[src/rtl/spi2wb_if.sv]
// Wishbone initiator bus of the SPI-to-Wishbone bridge (byte data, 23-bit byte address).
interface spi2wb_if;
    localparam int unsigned AW = 23;
    localparam int unsigned DW = 8;

    logic          cyc_o;
    logic          stb_o;
    logic          we_o;
    logic [AW-1:0] adr_o;
    logic [DW-1:0] dat_o;
    logic [DW-1:0] dat_i;
    logic          ack_i;
    logic          err_i;

    modport master (output cyc_o, stb_o, we_o, adr_o, dat_o, input dat_i, ack_i, err_i);
    modport slave  (input cyc_o, stb_o, we_o, adr_o, dat_o, output dat_i, ack_i, err_i);
endinterface

[src/rtl/spi2wb.sv]
// SPI mode-0 target bridging to a Wishbone initiator: cmd 0x03 read / 0x02 write, 24-bit address, byte data.
// Define SPI2WB_BURST_EN for auto-incrementing multi-byte bursts; default build handles a single data byte.
module spi2wb #(
    parameter int unsigned SYNC_STAGES = 2
) (
    input  logic     clk_i,
    input  logic     rst_ni,
    input  logic     sck,
    input  logic     mosi,
    input  logic     ss_n,
    output logic     miso,
    spi2wb_if.master wb
);
    localparam int unsigned AW = 23;
    localparam int unsigned CW = 5;

    typedef enum logic [2:0] {IDLE, CMD, ADDR, DATA, IGNORE} state_t;
    state_t state_q, state_d;

    logic [SYNC_STAGES-1:0] sck_sync, mosi_sync, ss_sync;
    logic          sck_q, ss_q;
    logic          sck_s, mosi_s, ss_s, rise_c, fall_c;
    logic [CW-1:0] cnt_q;
    logic [6:0]    rx_q;
    logic [7:0]    tx_q, byte_c;
    logic [AW-2:0] addr_q;
    logic [AW-1:0] addr_c;
    logic          rd_q, fall_seen_q, first_q, done_q;
`ifdef SPI2WB_BURST_EN
    logic [2:0]    fcnt_q;
    logic [7:0]    nxt_q;
    logic          nxt_vld_q;
`endif

    // Input synchronizers plus previous-value registers for edge detection
    always_ff @(posedge clk_i or negedge rst_ni) begin
        if (!rst_ni) begin
            sck_sync  <= '0;
            mosi_sync <= '0;
            ss_sync   <= '1;
            sck_q     <= 1'b0;
            ss_q      <= 1'b1;
        end else begin
            sck_sync  <= {sck_sync[SYNC_STAGES-2:0], sck};
            mosi_sync <= {mosi_sync[SYNC_STAGES-2:0], mosi};
            ss_sync   <= {ss_sync[SYNC_STAGES-2:0], ss_n};
            sck_q     <= sck_s;
            ss_q      <= ss_s;
        end
    end

    assign sck_s  = sck_sync[SYNC_STAGES-1];
    assign mosi_s = mosi_sync[SYNC_STAGES-1];
    assign ss_s   = ss_sync[SYNC_STAGES-1];
    assign rise_c = sck_s & ~sck_q;
    assign fall_c = ~sck_s & sck_q;
    assign byte_c = {rx_q, mosi_s};
    assign addr_c = {addr_q, mosi_s};
    assign miso   = tx_q[7];

    always_ff @(posedge clk_i or negedge rst_ni) begin
        if (!rst_ni) state_q <= IDLE;
        else         state_q <= state_d;
    end

    always_comb begin
        state_d = state_q;
        if (ss_s) begin
            state_d = IDLE;
        end else begin
            case (state_q)
                IDLE:    if (ss_q) state_d = CMD;
                CMD:     if (rise_c && cnt_q == CW'(7))
                             state_d = (byte_c == 8'h03 || byte_c == 8'h02) ? ADDR : IGNORE;
                ADDR:    if (rise_c && cnt_q == CW'(23)) state_d = DATA;
                default: ;
            endcase
        end
    end

    always_ff @(posedge clk_i or negedge rst_ni) begin
        if (!rst_ni) begin
            cnt_q       <= '0;
            rx_q        <= '0;
            tx_q        <= '0;
            addr_q      <= '0;
            rd_q        <= 1'b0;
            fall_seen_q <= 1'b0;
            first_q     <= 1'b1;
            done_q      <= 1'b0;
            wb.cyc_o    <= 1'b0;
            wb.stb_o    <= 1'b0;
            wb.we_o     <= 1'b0;
            wb.adr_o    <= '0;
            wb.dat_o    <= '0;
`ifdef SPI2WB_BURST_EN
            fcnt_q      <= '0;
            nxt_q       <= '0;
            nxt_vld_q   <= 1'b0;
`endif
        end else begin
            if (state_d != state_q) cnt_q <= '0;
            else if (rise_c)        cnt_q <= (state_q == DATA) ? CW'(cnt_q[2:0] + 3'd1) : cnt_q + CW'(1);

            case (state_q)
                CMD: if (rise_c) begin
                    rx_q <= byte_c[6:0];
                    if (cnt_q == CW'(7)) rd_q <= (byte_c == 8'h03);
                end
                ADDR: if (rise_c) begin
                    addr_q <= addr_c[AW-2:0];
                    if (cnt_q == CW'(23)) begin
                        wb.adr_o <= addr_c;
                        if (rd_q && !wb.cyc_o) begin
                            wb.cyc_o <= 1'b1;
                            wb.stb_o <= 1'b1;
                            wb.we_o  <= 1'b0;
                        end
                    end
                end
                DATA: begin
                    if (rise_c) rx_q <= byte_c[6:0];
                    // Completed write byte: issue one Wishbone write
                    if (rise_c && cnt_q == CW'(7) && !rd_q && !done_q) begin
                        first_q <= 1'b0;
                        if (!wb.cyc_o) begin
                            wb.dat_o <= byte_c;
                            wb.cyc_o <= 1'b1;
                            wb.stb_o <= 1'b1;
                            wb.we_o  <= 1'b1;
`ifdef SPI2WB_BURST_EN
                            if (!first_q) wb.adr_o <= wb.adr_o + AW'(1);
`endif
                        end
`ifndef SPI2WB_BURST_EN
                        done_q <= 1'b1;
`endif
                    end
                    // First falling edge of a byte presents bit 7 without shifting
                    if (fall_c) begin
                        if (!fall_seen_q) begin
                            fall_seen_q <= 1'b1;
`ifdef SPI2WB_BURST_EN
                            fcnt_q <= '0;
                            if (!first_q) tx_q <= nxt_vld_q ? nxt_q : 8'h00;
`endif
                        end else begin
                            tx_q <= {tx_q[6:0], 1'b0};
`ifdef SPI2WB_BURST_EN
                            fcnt_q <= fcnt_q + 3'd1;
                            if (rd_q && fcnt_q == 3'd6) begin
                                fall_seen_q <= 1'b0;
                                first_q     <= 1'b0;
                                nxt_vld_q   <= 1'b0;
                                wb.adr_o    <= wb.adr_o + AW'(1);
                                if (!wb.cyc_o) begin
                                    wb.cyc_o <= 1'b1;
                                    wb.stb_o <= 1'b1;
                                    wb.we_o  <= 1'b0;
                                end
                            end
`endif
                        end
                    end
                end
                default: begin
                    tx_q        <= '0;
                    fall_seen_q <= 1'b0;
                    first_q     <= 1'b1;
                    done_q      <= 1'b0;
`ifdef SPI2WB_BURST_EN
                    nxt_vld_q   <= 1'b0;
`endif
                end
            endcase

            // Termination; read data is only usable before the byte's first falling edge
            if (wb.cyc_o && (wb.ack_i || wb.err_i)) begin
                wb.cyc_o <= 1'b0;
                wb.stb_o <= 1'b0;
                if (!wb.we_o && state_q == DATA && !fall_seen_q) begin
                    if (first_q) tx_q <= wb.err_i ? 8'h00 : wb.dat_i;
`ifdef SPI2WB_BURST_EN
                    else begin
                        nxt_q     <= wb.err_i ? 8'h00 : wb.dat_i;
                        nxt_vld_q <= 1'b1;
                    end
`endif
                end
            end
        end
    end
endmodule

[src/flat_wrapper.sv]
// flat-port wrapper written by rule: the top's interface ports become plain ports
module spi2wb_flat 
#(
    parameter int unsigned SYNC_STAGES = 2
)
  (clk_i, rst_ni, sck, mosi, ss_n, miso, wb_cyc_o, wb_stb_o, wb_we_o, wb_adr_o, wb_dat_o, wb_dat_i, wb_ack_i, wb_err_i);
  spi2wb_if wb_i ();
  input  logic clk_i;
  input  logic rst_ni;
  input  logic sck;
  input  logic mosi;
  input  logic ss_n;
  output logic miso;
  output wire logic [$bits(wb_i.cyc_o)-1:0] wb_cyc_o;
  output wire logic [$bits(wb_i.stb_o)-1:0] wb_stb_o;
  output wire logic [$bits(wb_i.we_o)-1:0] wb_we_o;
  output wire logic [$bits(wb_i.adr_o)-1:0] wb_adr_o;
  output wire logic [$bits(wb_i.dat_o)-1:0] wb_dat_o;
  input wire logic [$bits(wb_i.dat_i)-1:0] wb_dat_i;
  input wire logic [$bits(wb_i.ack_i)-1:0] wb_ack_i;
  input wire logic [$bits(wb_i.err_i)-1:0] wb_err_i;
  assign wb_cyc_o = wb_i.cyc_o;
  assign wb_stb_o = wb_i.stb_o;
  assign wb_we_o = wb_i.we_o;
  assign wb_adr_o = wb_i.adr_o;
  assign wb_dat_o = wb_i.dat_o;
  assign wb_i.dat_i = wb_dat_i;
  assign wb_i.ack_i = wb_ack_i;
  assign wb_i.err_i = wb_err_i;
  spi2wb #(.SYNC_STAGES(SYNC_STAGES)) u_core (.clk_i(clk_i), .rst_ni(rst_ni), .sck(sck), .mosi(mosi), .ss_n(ss_n), .miso(miso), .wb(wb_i));
endmodule
[config.mk]
export PLATFORM = sky130hd
export DESIGN_NAME = spi2wb_flat
export DESIGN_NICKNAME = d
export VERILOG_FILES = /design/src/rtl/spi2wb_if.sv /design/src/rtl/spi2wb.sv /design/src/flat_wrapper.sv
export SDC_FILE = /design/constraint.sdc
export NUM_CORES = 1
export LEC_CHECK = 0
export CELL_PAD_IN_SITES_DETAIL_PLACEMENT = 1
export CELL_PAD_IN_SITES_GLOBAL_PLACEMENT = 1
export CORE_UTILIZATION = 41
export DETAILED_ROUTE_END_ITERATION = 12
export MAX_ROUTING_LAYER = met4
export PLACE_DENSITY_LB_ADDON = 0.1
export SETUP_SLACK_MARGIN = 0.4
export SLEW_MARGIN = 10
export SYNTH_ARGS = -nofsm -noshare
export SYNTH_HDL_FRONTEND = slang
export SYNTH_SLANG_ARGS = --single-unit
[constraint.sdc]
create_clock -name clk_i -period 1.6 [get_ports clk_i]
set_input_delay 0.48 -clock clk_i [delete_from_list [all_inputs] [get_ports clk_i]]
set_output_delay 0.48 -clock clk_i [all_outputs]
set_load 0.02 [all_outputs]
# Word-level counts from Yosys, hierarchy flattened
# Index checks and enable logic that the tools add are counted.
[word_totals]
regBits = 91
latchBits = 0
ram_bits = 0
romBits = 0
inputBits = 15
n_memories = 0
[classes]
n_addsub = 2
multipliers = 0
n_div = 0
magnitude_cmp = 0
eq_ne = 19
shifts = 0
n_mux = 35
bitwise_logic = 6
n_reduce_logical = 31
[ops]
columns = ["op", "n"]
rows = [
  ["$mux W8", 6],
  ["$eq A8 B2 Y1 const B", 2],
  ["$pmux W8 S2", 1],
  ["$mux W3", 5],
  ["$mux W5", 3],
  ["$mux W1", 13],
  ["$pmux W1 S2", 6],
  ["$reduce_and A6 Y1", 2],
  ["$ne A3 B1 Y1 const B", 3],
  ["$pmux W3 S3", 1],
  ["$reduce_and A3 Y1", 3],
  ["$logic_and A1 B1 Y1", 8],
  ["$ne A2 B1 Y1 const B", 4],
  ["$reduce_and A2 Y1", 4],
  ["$eq A3 B2 Y1 const B", 2],
  ["$ne A3 B3 Y1 const B", 2],
  ["$add A5 B1 Y5 const B", 1],
  ["$eq A5 B3 Y1 const B", 1],
  ["$eq A5 B5 Y1 const B", 1],
  ["$logic_not A1 Y1", 5],
  ["$reduce_and A5 Y1", 1],
  ["$add A3 B1 Y4 const B", 1],
  ["$ne A2 B2 Y1 const B", 2],
  ["$not A1 Y1", 4],
  ["other kinds (8)", 12],
]

# Depth between registers and ports, before layout
# Gate-level depths: netlist of the first run.
[depth]
word_depth = 8
mapped_depth = 6
ltp_nobuf = 5

# Least setup slack after synthesis of the first run
# OpenSTA, ideal clock, no wires.
[synth_path]
kind = "register to register"
from = "reg u_core.cnt_q[0]"
to = "reg u_core.wb.adr_o[0]"
setup_time_ns = 0.125
arrival_ns = 1.586
setup_slack_ns = -0.111
stages_incl_launch_ff = 7
path_buffers = 2
path_cell_list = "dfrtp_1 ha_1 and3b_1 and4_1 buf_6 buf_12 mux2_4"
[synth_via]
elab_chain_cells = 2
[synth_lines]
columns = ["item", "line", "text"]
rows = [
  ["start, declared", "spi2wb.sv:23", "logic [CW-1:0] cnt_q;"],
  ["start signal, assigned", "spi2wb.sv:103", "else if (rise_c) cnt_q <= (state_q == DATA) ? CW'(cnt_q[2:0] + 3'd1) : cnt_q + CW'(1);"],
  ["$eq A5 B5 Y1", "spi2wb.sv:112", "if (cnt_q == CW'(23)) begin"],
  ["$reduce_and A3 Y1 (no source line)", "-", ""],
  ["end signal, assigned", "spi2wb.sv:113", "wb.adr_o <= addr_c;"],
  ["end, declared", "spi2wb_if.sv:15", "modport master (output cyc_o, stb_o, we_o, adr_o, dat_o, input dat_i, ack_i, err_i);"],
]
# Every way passes these cells.
# A chain may end at the register's enable or synchronous reset.

# Worst setup path in the final report of the first run
[layout_path]
from = "reg u_core.cnt_q[1]"
to = "reg u_core.wb.adr_o[5]"
# Same word-level chain as after synthesis.

==> results of run 1 <==
## synth_stat cells (2+ instances only)
master / count
dfrtp_1: 87
mux2_2: 40
mux2_4: 20
a21oi_1: 14
nor2_1: 12
nand2b_1: 10
a221oi_1: 7
nand2_1: 7
o21ai_0: 5
buf_2: 4
dfstp_2: 4
inv_1: 4
nand3b_1: 4
a22oi_1: 3
and3_1: 3
clkbuf_1: 3
nand3_1: 3
a31oi_1: 2
and3b_1: 2
buf_12: 2
buf_6: 2
nor2_2: 2
nor2b_1: 2
nor3_1: 2
o21a_1: 2
## stage by stage
stage | setup WS (ns) | power [mW]
5_1_grt | -0.165 | 4.70
3_3_place_gp | -0.231 | 2.84
2_1_floorplan | -0.0317 | 2.68
3_5_place_dp | -0.301 | 2.85
4_1_cts | -0.0692 | 4.53
6_report | -0.0796 | 4.52
## worst max-delay path, cell delays in order, from the launching register on
cell and delay, ns:
dfrtp_1 0.36, ha_2 0.19, and3b_2 0.19, and4_4 0.32
buf_16 0.18, mux2_4 0.31
## power groups by stage
stage,registers (mW),logic [mW],clock network (mW)
final,2.47,0.406,1.64
after global routing,2.48,0.445,1.77
after CTS,2.47,0.396,1.67
after detailed placement,2.50,0.343,0
after global placement,2.50,0.331,0
after floorplan,2.48,0.196,0
## final cells by class
class,count,area share [%]
flip-flops and latches,91,38.0
multi-input cells,168,31.0
repair buffers,148,25.2
clock buffers,11,2.35
well taps,111,2.31
clock inverters,5,1.02
inverters,4,0.249
## sequential cells by signal, summed over array words and instances, names as in the netlist
signal              count
u_core.wb.adr_o        23
u_core.addr_q          22
u_core.tx_q             8
u_core.wb.dat_o         8
u_core.rx_q             7
u_core.cnt_q            5
u_core.state_q          3
u_core.mosi_sync        2
u_core.sck_sync         2
u_core.ss_sync          2
u_core.done_q           1
u_core.fall_seen_q      1
u_core.first_q          1
u_core.rd_q             1
u_core.sck_q            1
u_core.ss_q             1
u_core.wb.cyc_o         1
u_core.wb.stb_o         1
u_core.wb.we_o          1
## cells in the final DEF, fill, tap and decap left out, drive strengths merged, types with 5 or more instances in the layout
cell type | synthesis | layout
o21ai | 5 | 5
clkbuf | 3 | 12
inv | 4 | 5
dfrtp | 87 | 87
nand2b | 10 | 10
nor2 | 14 | 14
buf | 9 | 134
mux2 | 60 | 60
a21oi | 14 | 14
clkdlybuf4s50 | 0 | 13
nand2 | 7 | 7
a221oi | 7 | 7
## metal layers
layer | track usage (%) | share of wire, %
met1 | 28.0 | 39
met4 | 11.3 | 2.9
met2 | 40.5 | 54
met3 | 4.78 | 3.2
met5 | - | 0
## how the worst max path moves through the flow
stage	start	endpoint	slack, ns	cells after the start
5_1_grt	u_core.cnt_q[1]	u_core.first_q	-0.17	6
3_3_place_gp	wb_err_i	u_core.tx_q[1]	-0.23	6
3_5_place_dp	wb_err_i	u_core.tx_q[7]	-0.30	6
2_1_floorplan	u_core.cnt_q[0]	u_core.wb.adr_o[0]	-0.03	6
6_report	u_core.cnt_q[1]	u_core.wb.adr_o[5]	-0.08	5
4_1_cts	u_core.cnt_q[1]	u_core.wb.adr_o[17]	-0.07	5
## logic make-up (layout without fill, tap and decap cells)
| family | count (synthesis) | count (layout) | share of synthesized area [%] |
|---|---|---|---|
| muxes | 61 | 61 | 19.5 |
| adders and majority gates | 1 | 1 | 0.321 |
| xor gates and xnor gates | 2 | 2 | 0.450 |
| and+or+nand+nor | 59 | 60 | 10.1 |
| DFF | 91 | 91 | 58.6 |
| buffers and inverters | 16 | 168 | 2.99 |
| AOI/OAI and AO/OA | 44 | 44 | 7.94 |
## timing repair
item / in CTS / in global routing
resized for setup: 280 / 12
pin swaps: 10 / 4
buffers inserted: 39 / 23
setup endpoints to repair: 117 / 118
cloned: 5 / 1
==> run_results.csv, run 1 <==
group,metric,value,unit
status,status,"finished with violations",
status,violations,"negative setup slack",
pwr,ir_worst_vdd,358,uV
critical_path,arrival,1.95,ns
sta,fin_ws,-0.0796,ns
synth,yosysUniqueCellTypes,53,
critical_path,end_kind,"flip-flop",
die,die-area,9880,sq um
sta,rsz0062_at_grt,"yes",
sta,whs,0.0182,ns
routing,wl_per_cell,20.6,um
routing,drt_iter0_drc,80,
cells_and_area,design_area,6020,sq um
synth,synth_top_area_cell,"dfrtp_1",
grt,grt_usage,24.2,%
critical_path,reg2reg_from,"u_core.cnt_q[1]",
die,ios,50,
critical_path,r2r_setup_slack,-0.08,ns
synth,synth_ff_type,"dfrtp_1",
clocking,clock-sinks,91,
routing,drtAntennaViolNets,0,
synth,synthCells,274,
cells_and_area,stdcell_count,538,
min_path,min_path_type,"in2async",
cells_and_area,area_growth,54.8,%
sta,slew-limit-headroom,68.9,%
pwr,seq_power_share,54.6,%
routing,vias,2863,
synth,synth_area,3890,sq um
sta,max_freq,595,MHz
critical_path,crit_type,"reg2reg",
cells_and_area,diodes,0,
critical_path,crit_fanout,12,
sta,finClkSkew,0.0120,ns
routing,wl,11100,um
pwr,swShare,25.0,%
sta,finalSetupViolCount,35,
clocking,htreeDepth,3,
grt,grt_overflow,0,
die,fp.coreArea,9200,sq um
clocking,clk_pin_slew,0.09,ns
placed_design,gp_congestion,0.786,
clocking,cts_tree,"built",
critical_path,rr_worst_depth,5,
sta,period_minus_slack,1.68,ns
critical_path,r2r-end,"u_core.wb.adr_o[5]",
synth,synthTopCellsByArea,"dfrtp_1, mux2_2, mux2_4, dfstp_2, a21oi_1",
sta,drv_slew,0,
die,dieWidth,99.4,um
cells_and_area,register_area,2290,sq um
placed_design,dp_hpwl,5290,um
synth,avgSynthCellArea,14.2,sq um
clocking,cts_buffers,9,
grt,grt_max_degree,30,
pwr,combPwrFrac,9.0,%
clocking,clk_latency,0.38,ns
grt,first_global_vias,3168,
die,initial_core_util,42.3,%
critical_path,crit_required,1.87,ns
placed_design,io_buffer_count,49,
pwr,p_per_area,750,nW/um^2
die,rows,35,
synth,async_flop_share,100,%
cells_and_area,finalNetCount,438,
sta,tightest_slew,0.464,ns
placed_design,dpl_cell_area,4810,sq um
flow_run,drv_cap,0,
pwr,cellInternalPower,3.39,mW
pwr,p_leak,2.92,nW
critical_path,cp-start-kind,"flip-flop",
cells_and_area,fillCellCount,848,
synth,synth_top_cell_area_share,55.9,%
grt,grt_pass1_wl,17300,um
synth,yosys_warnings,0,
placed_design,placed_cells,454,
synth,synth-edff-count,0,
die,die_h,99.4,um
routing,drt-vias-per-instance,5.32,
sta,hold_viol,0,
synth,yosys_register_bits,91,
routing,dr.pass1.iters,4,
synth,synth-seq-area-share,58.6,%
clocking,ctsHoldBuffers,0,
grt,antenna_found_initial,0,
pwr,power_switching,1.13,mW
cells_and_area,fin_util,65.5,%
cells_and_area,multi_input_area,1860,sq um
routing,drc_errors,0,
synth,syn_nets,290,
cells_and_area,drive_above_1_share,61.1,%
sta,min_period_over_period,105,%
clocking,cts-root-buf,"clkbuf_8",
clocking,clockBufferDepth,2,
pwr,p_clk_share,36.4,%
sta,setup-tns-final,-1.43,ns
(Power assumes the default switching activity.)
==> run 2, diff against run 1 <==
--- a/config.mk
+++ b/config.mk
@@ -7,12 +7,10 @@
 export LEC_CHECK = 0
 export CELL_PAD_IN_SITES_DETAIL_PLACEMENT = 1
 export CELL_PAD_IN_SITES_GLOBAL_PLACEMENT = 1
-export CORE_UTILIZATION = 41
+export CORE_UTILIZATION = 32
 export DETAILED_ROUTE_END_ITERATION = 12
-export MAX_ROUTING_LAYER = met4
 export PLACE_DENSITY_LB_ADDON = 0.1
 export SETUP_SLACK_MARGIN = 0.4
-export SLEW_MARGIN = 10
 export SYNTH_ARGS = -nofsm -noshare
 export SYNTH_HDL_FRONTEND = slang
 export SYNTH_SLANG_ARGS = --single-unit
==> run_results.csv, run 2 (synthesized netlist as in run 1, its figures left out) <==
group,metric,value,unit
status,status,"finished with violations",
die,initial_core_util,33.5,%
clocking,clock-sinks,91,
cells_and_area,finalNetCount,421,
clocking,cts_tree,"built",
sta,hold_viol,0,
pwr,p_leak,2.88,nW
flow_run,drv_cap,0,
clocking,clk_latency,0.34,ns
clocking,cts-root-buf,"clkbuf_16",
critical_path,crit_fanout,5,
critical_path,arrival,1.92,ns
grt,antenna_found_initial,0,
cells_and_area,largest_reg_flops,23,
pwr,p_per_area,838,nW/um^2
critical_path,slowest_stage,"dfrtp_1",
sta,fin_ws,-0.0629,ns
critical_path,crit_type,"reg2reg",
die,die-area,12600,sq um
placed_design,dpl_cell_area,4830,sq um
critical_path,cp-start-kind,"flip-flop",
sta,max_freq,601,MHz
grt,grt_max_degree,29,
cells_and_area,final_common_cell,"dfrtp_1",
die,rows,39,
grt,grt_usage,15.5,%
clocking,cts_buffers,9,
die,fp.coreArea,11600,sq um
clocking,clockBufferDepth,2,
sta,finalSetupViolCount,31,
placed_design,dp_hpwl,5540,um
cells_and_area,drive_above_1_share,58.8,%
sta,tightest_slew,0.451,ns
grt,grt_pass1_wl,15000,um
cells_and_area,diodes,0,
grt,first_global_vias,2883,
sta,min_period_over_period,104,%
placed_design,gp_congestion,0.773,
sta,finClkSkew,0.00879,ns
cells_and_area,largest-register,"u_core.wb.adr_o",
cells_and_area,fin_util,52.2,%
die,die_h,112,um
sta,rsz0062_at_grt,"yes",
cells_and_area,largest_registers,"u_core.wb.adr_o: 23 flops, u_core.addr_q: 22 flops",
min_path,min_path_type,"in2async",
routing,wl_per_cell,17.7,um
cells_and_area,design_area,6070,sq um
routing,drc_errors,6,
grt,grt_overflow,0,
critical_path,end_kind,"flip-flop",
critical_path,crit_required,1.86,ns
routing,drtAntennaViolNets,0,
status,violations,"design-rule violations, negative setup slack",
die,dieWidth,112,um
clocking,clk_pin_slew,0.07,ns
pwr,ir_worst_vdd,460,uV
die,ios,50,
routing,drt_iter0_drc,114,
routing,dr.pass1.iters,8,
routing,vias,2739,
critical_path,max_stage_delay,0.35,ns
placed_design,io_buffer_count,49,
sta,slew-limit-headroom,69.6,%
cells_and_area,final_cell_mix,"dfrtp_1, buf_4, mux2_4",
sta,drv_slew,0,
critical_path,path_cells,"ha_2, buf_4, nand3b_1, nor2_4, a31oi_1, or3_1",
routing,drt-vias-per-instance,4.95,
routing,wl,9810,um
cells_and_area,area_growth,55.9,%
clocking,ctsHoldBuffers,0,
sta,period_minus_slack,1.66,ns
clocking,htreeDepth,3,
run 2: routing by layer:
layer	wire, um	GRT usage (%)
met5	0	0
met4	117	5.24
met3	248	3.94
met2	5060	25.7
met1	4380	19.7
run 2: worst max-delay path: cells and delay by family (launching register included):
family	cells	cell delay (ns)
AOI/OAI and AO/OA	1	0.10
adders and majority gates	1	0.18
buffers and inverters	1	0.11
DFF	1	0.35
and+or+nand+nor	3	0.85
run 2: final timing paths:
kind | slack, ns | endpoint | start | depth (start not counted)
max | -0.06 | u_core.first_q | u_core.cnt_q[1] | 6
min | 0.06 | u_core.wb.adr_o[16] | rst_ni | 1
max reg2reg | -0.06 | u_core.first_q | u_core.cnt_q[1] | 6
min reg2reg | 0.35 | u_core.mosi_sync[1] | u_core.mosi_sync[0] | 0
max in group asynchronous | 0.96 | u_core.rx_q[3] | rst_ni | 2
min in group clk_i | 0.35 | u_core.mosi_sync[1] | u_core.mosi_sync[0] | 0
run 2: final cells by class:
class	instances	area, sq um
clock inverter	4	56.3
clock buffer	12	256
fill	1130	5550
tap	143	179
timing repair buffer	131	1360
inverter	4	15.0
sequential	91	2280
multi-input combinational	168	1920
run 2: repair_timing:
item	CTS	global route
resized for setup	236	47
pin swaps	10	9
buffers inserted	25	20
cloned	2	5
endpoints found under the setup margin	117	118
run 2: through the flow:
step	setup WS, ns	instances	hold slack (ns)	setup TNS, ns	power (mW)
floorplan	-0.0317	274	0.184	-0.635	2.68
global placement	-0.237	485	0.336	-2.06	2.85
detailed placement	-0.271	485	0.342	-2.85	2.85
CTS	-0.0435	528	0.0774	-0.290	5.13
global route	-0.143	553	0.0788	-4.19	5.30
finish	-0.0629	553	0.0636	-0.799	5.09
run 2: power breakdown:
group	internal (mW)	total [mW]	switching, mW
clock	1.31	2.22	0.910
combinational	0.226	0.400	0.174
sequential	2.38	2.47	0.0821
total	3.92	5.09	1.17
==> run 3, diff against run 2 <==
--- a/config.mk
+++ b/config.mk
@@ -9,7 +9,7 @@
 export CELL_PAD_IN_SITES_GLOBAL_PLACEMENT = 1
 export CORE_UTILIZATION = 32
 export DETAILED_ROUTE_END_ITERATION = 12
-export PLACE_DENSITY_LB_ADDON = 0.1
+export PLACE_DENSITY = 0.58
 export SETUP_SLACK_MARGIN = 0.4
 export SYNTH_ARGS = -nofsm -noshare
 export SYNTH_HDL_FRONTEND = slang
==> run_results.csv, run 3 (synthesized netlist as in run 1, its figures left out) <==
group,metric,value,unit
status,status,"finished with violations",
status,violations,"design-rule violations, negative setup slack",
die,ios,50,
die,initial_core_util,33.5,%
clocking,cts_tree,"built",
critical_path,arrival,1.89,ns
critical_path,cp-start-kind,"flip-flop",
sta,period_minus_slack,1.66,ns
routing,dr.pass1.iters,8,
critical_path,crit_type,"reg2reg",
sta,slew-limit-headroom,67.2,%
pwr,ir_worst_vdd,426,uV
cells_and_area,largest_registers,"u_core.wb.adr_o: 23 flops, u_core.addr_q: 22 flops",
sta,rsz0062_at_grt,"yes",
cells_and_area,register_area,2290,sq um
cells_and_area,largest-register,"u_core.wb.adr_o",
placed_design,io_buffer_count,49,
grt,grt_pass1_wl,15000,um
pwr,p_per_area,858,nW/um^2
critical_path,slowest_stage,"dfrtp_2",
routing,drtAntennaViolNets,0,
placed_design,dp_slack,-0.301,ns
cells_and_area,final_cell_mix,"dfrtp_1, buf_4, buf_6",
die,rows,39,
critical_path,max_stage_delay,0.45,ns
cells_and_area,fillCellCount,1174,
placed_design,dp_hpwl,5480,um
clocking,clk_pin_slew,0.07,ns
cells_and_area,diodes,0,
critical_path,reg2reg_from,"u_core.state_q[2]",
cells_and_area,final_common_cell,"dfrtp_1",
sta,finClkSkew,0.00585,ns
grt,grt_max_degree,25,
routing,drt-vias-per-instance,4.94,
critical_path,crit_required,1.84,ns
sta,max_freq,603,MHz
min_path,min_path_type,"in2async",
routing,wl,9410,um
critical_path,rr_worst_depth,5,
placed_design,gp_congestion,0.778,
grt,first_global_vias,2835,
cells_and_area,fin_util,50.6,%
cells_and_area,largest_reg_flops,23,
clocking,htreeDepth,3,
critical_path,r2r_setup_slack,-0.06,ns
critical_path,critPathLaunch,"u_core.state_q[2]",
flow_run,drv_cap,0,
clocking,cts-root-buf,"clkbuf_16",
die,die-area,12600,sq um
die,die_h,112,um
critical_path,path_cells,"nor3b_4, and4_4, buf_12, buf_16, mux2_4",
grt,grt_overflow,0,
critical_path,crit_family,"simple AND/OR/NAND/NOR gates",
cells_and_area,multi_input_area,1790,sq um
clocking,clock-sinks,91,
cells_and_area,area_growth,50.9,%
routing,vias,2711,
cells_and_area,finalNetCount,417,
routing,wl_per_cell,17.1,um
routing,drt_iter0_drc,60,
sta,hold_viol,0,
grt,grt_usage,15.5,%
sta,tightest_slew,0.490,ns
critical_path,path_buf_inv,2,
clocking,clk_latency,0.35,ns
sta,min_period_over_period,104,%
critical_path,crit_fanout,6,
cells_and_area,drive_above_1_share,58.4,%
clocking,ctsHoldBuffers,0,
sta,finalSetupViolCount,19,
grt,antenna_found_initial,0,
die,dieWidth,112,um
pwr,p_leak,2.76,nW
critical_path,r2r-end,"u_core.wb.adr_o[21]",
clocking,cts_buffers,9,
sta,fin_ws,-0.0572,ns
pwr,power,5.04,mW
clocking,clockBufferDepth,2,
critical_path,end_kind,"flip-flop",
sta,drv_slew,0,
routing,drc_errors,5,
die,fp.coreArea,11600,sq um
[run 3: cell count changes in the layout (fill, tap and decap cells not counted), sizes merged]
cell | before | now
clkinv | 0 | 2
buf | 114 | 113
clkbuf | 16 | 11
inv | 5 | 6
clkinvlp | 2 | 1
[run 3: worst max-delay path by stage]
stage	slack (ns)	cells after the start	endpoint
after detailed placement	-0.30	6	u_core.tx_q[1]
after floorplan	-0.03	6	u_core.wb.adr_o[0]
final	-0.06	5	u_core.wb.adr_o[21]
after global routing	-0.11	7	u_core.first_q
after global placement	-0.25	6	u_core.tx_q[7]
after CTS	-0.04	5	u_core.wb.adr_o[1]
[run 3: stage by stage]
stage | TNS, ns | std cells | hold WS, ns | instance area [sq um]
2_1_floorplan | -0.635 | 274 | 0.184 | 3990
3_3_place_gp | -2.07 | 484 | 0.337 | 4840
3_5_place_dp | -2.62 | 484 | 0.336 | 4840
4_1_cts | -0.456 | 533 | 0.00220 | 5620
5_1_grt | -2.46 | 549 | 0.0122 | 5870
6_report | -0.671 | 549 | 0.00730 | 5870
[run 3: timing repair]
action | 4_1_cts | 5_1_grt
gates resized for setup | 235 | 22
endpoints found under the hold margin | 0 | 0
endpoints found under the setup margin | 117 | 118
setup buffers | 29 | 15
gates cloned | 4 | 1
pin swaps | 10 | 11
[run 3: layer usage]
metal / global-route usage (%) / up-vias / share of wire [%]
li1: - / 1261 / -
met1: 19.6 / 1399 / 44
met2: 25.8 / 40 / 51
met3: 3.62 / 11 / 3.0
met4: 6.13 / 0 / 1.6
met5: 0 / - / 0
[run 3: worst register-to-register path, delay by kind of cell, from the launching register on]
family | cells | cell delay [ns]
and+or+nand+nor | 2 | 0.54
muxes | 1 | 0.30
DFF | 1 | 0.45
buffers and inverters | 2 | 0.26
[run 3: where the power goes]
group | internal [mW] | switching, mW | leakage, nW
sequential | 2.38 | 0.0857 | 1.23
clock | 1.23 | 0.937 | 0.145
combinational | 0.228 | 0.177 | 1.39
total | 3.84 | 1.20 | 2.76
[run 3: area by class of cell]
class	instances	share of cell area (%)
inverter	4	0.256
sequential	91	38.9
clock buffer	10	3.90
clock inverter	6	1.21
timing repair buffer	127	22.2
tap	143	3.05
multi-input combinational	168	30.5
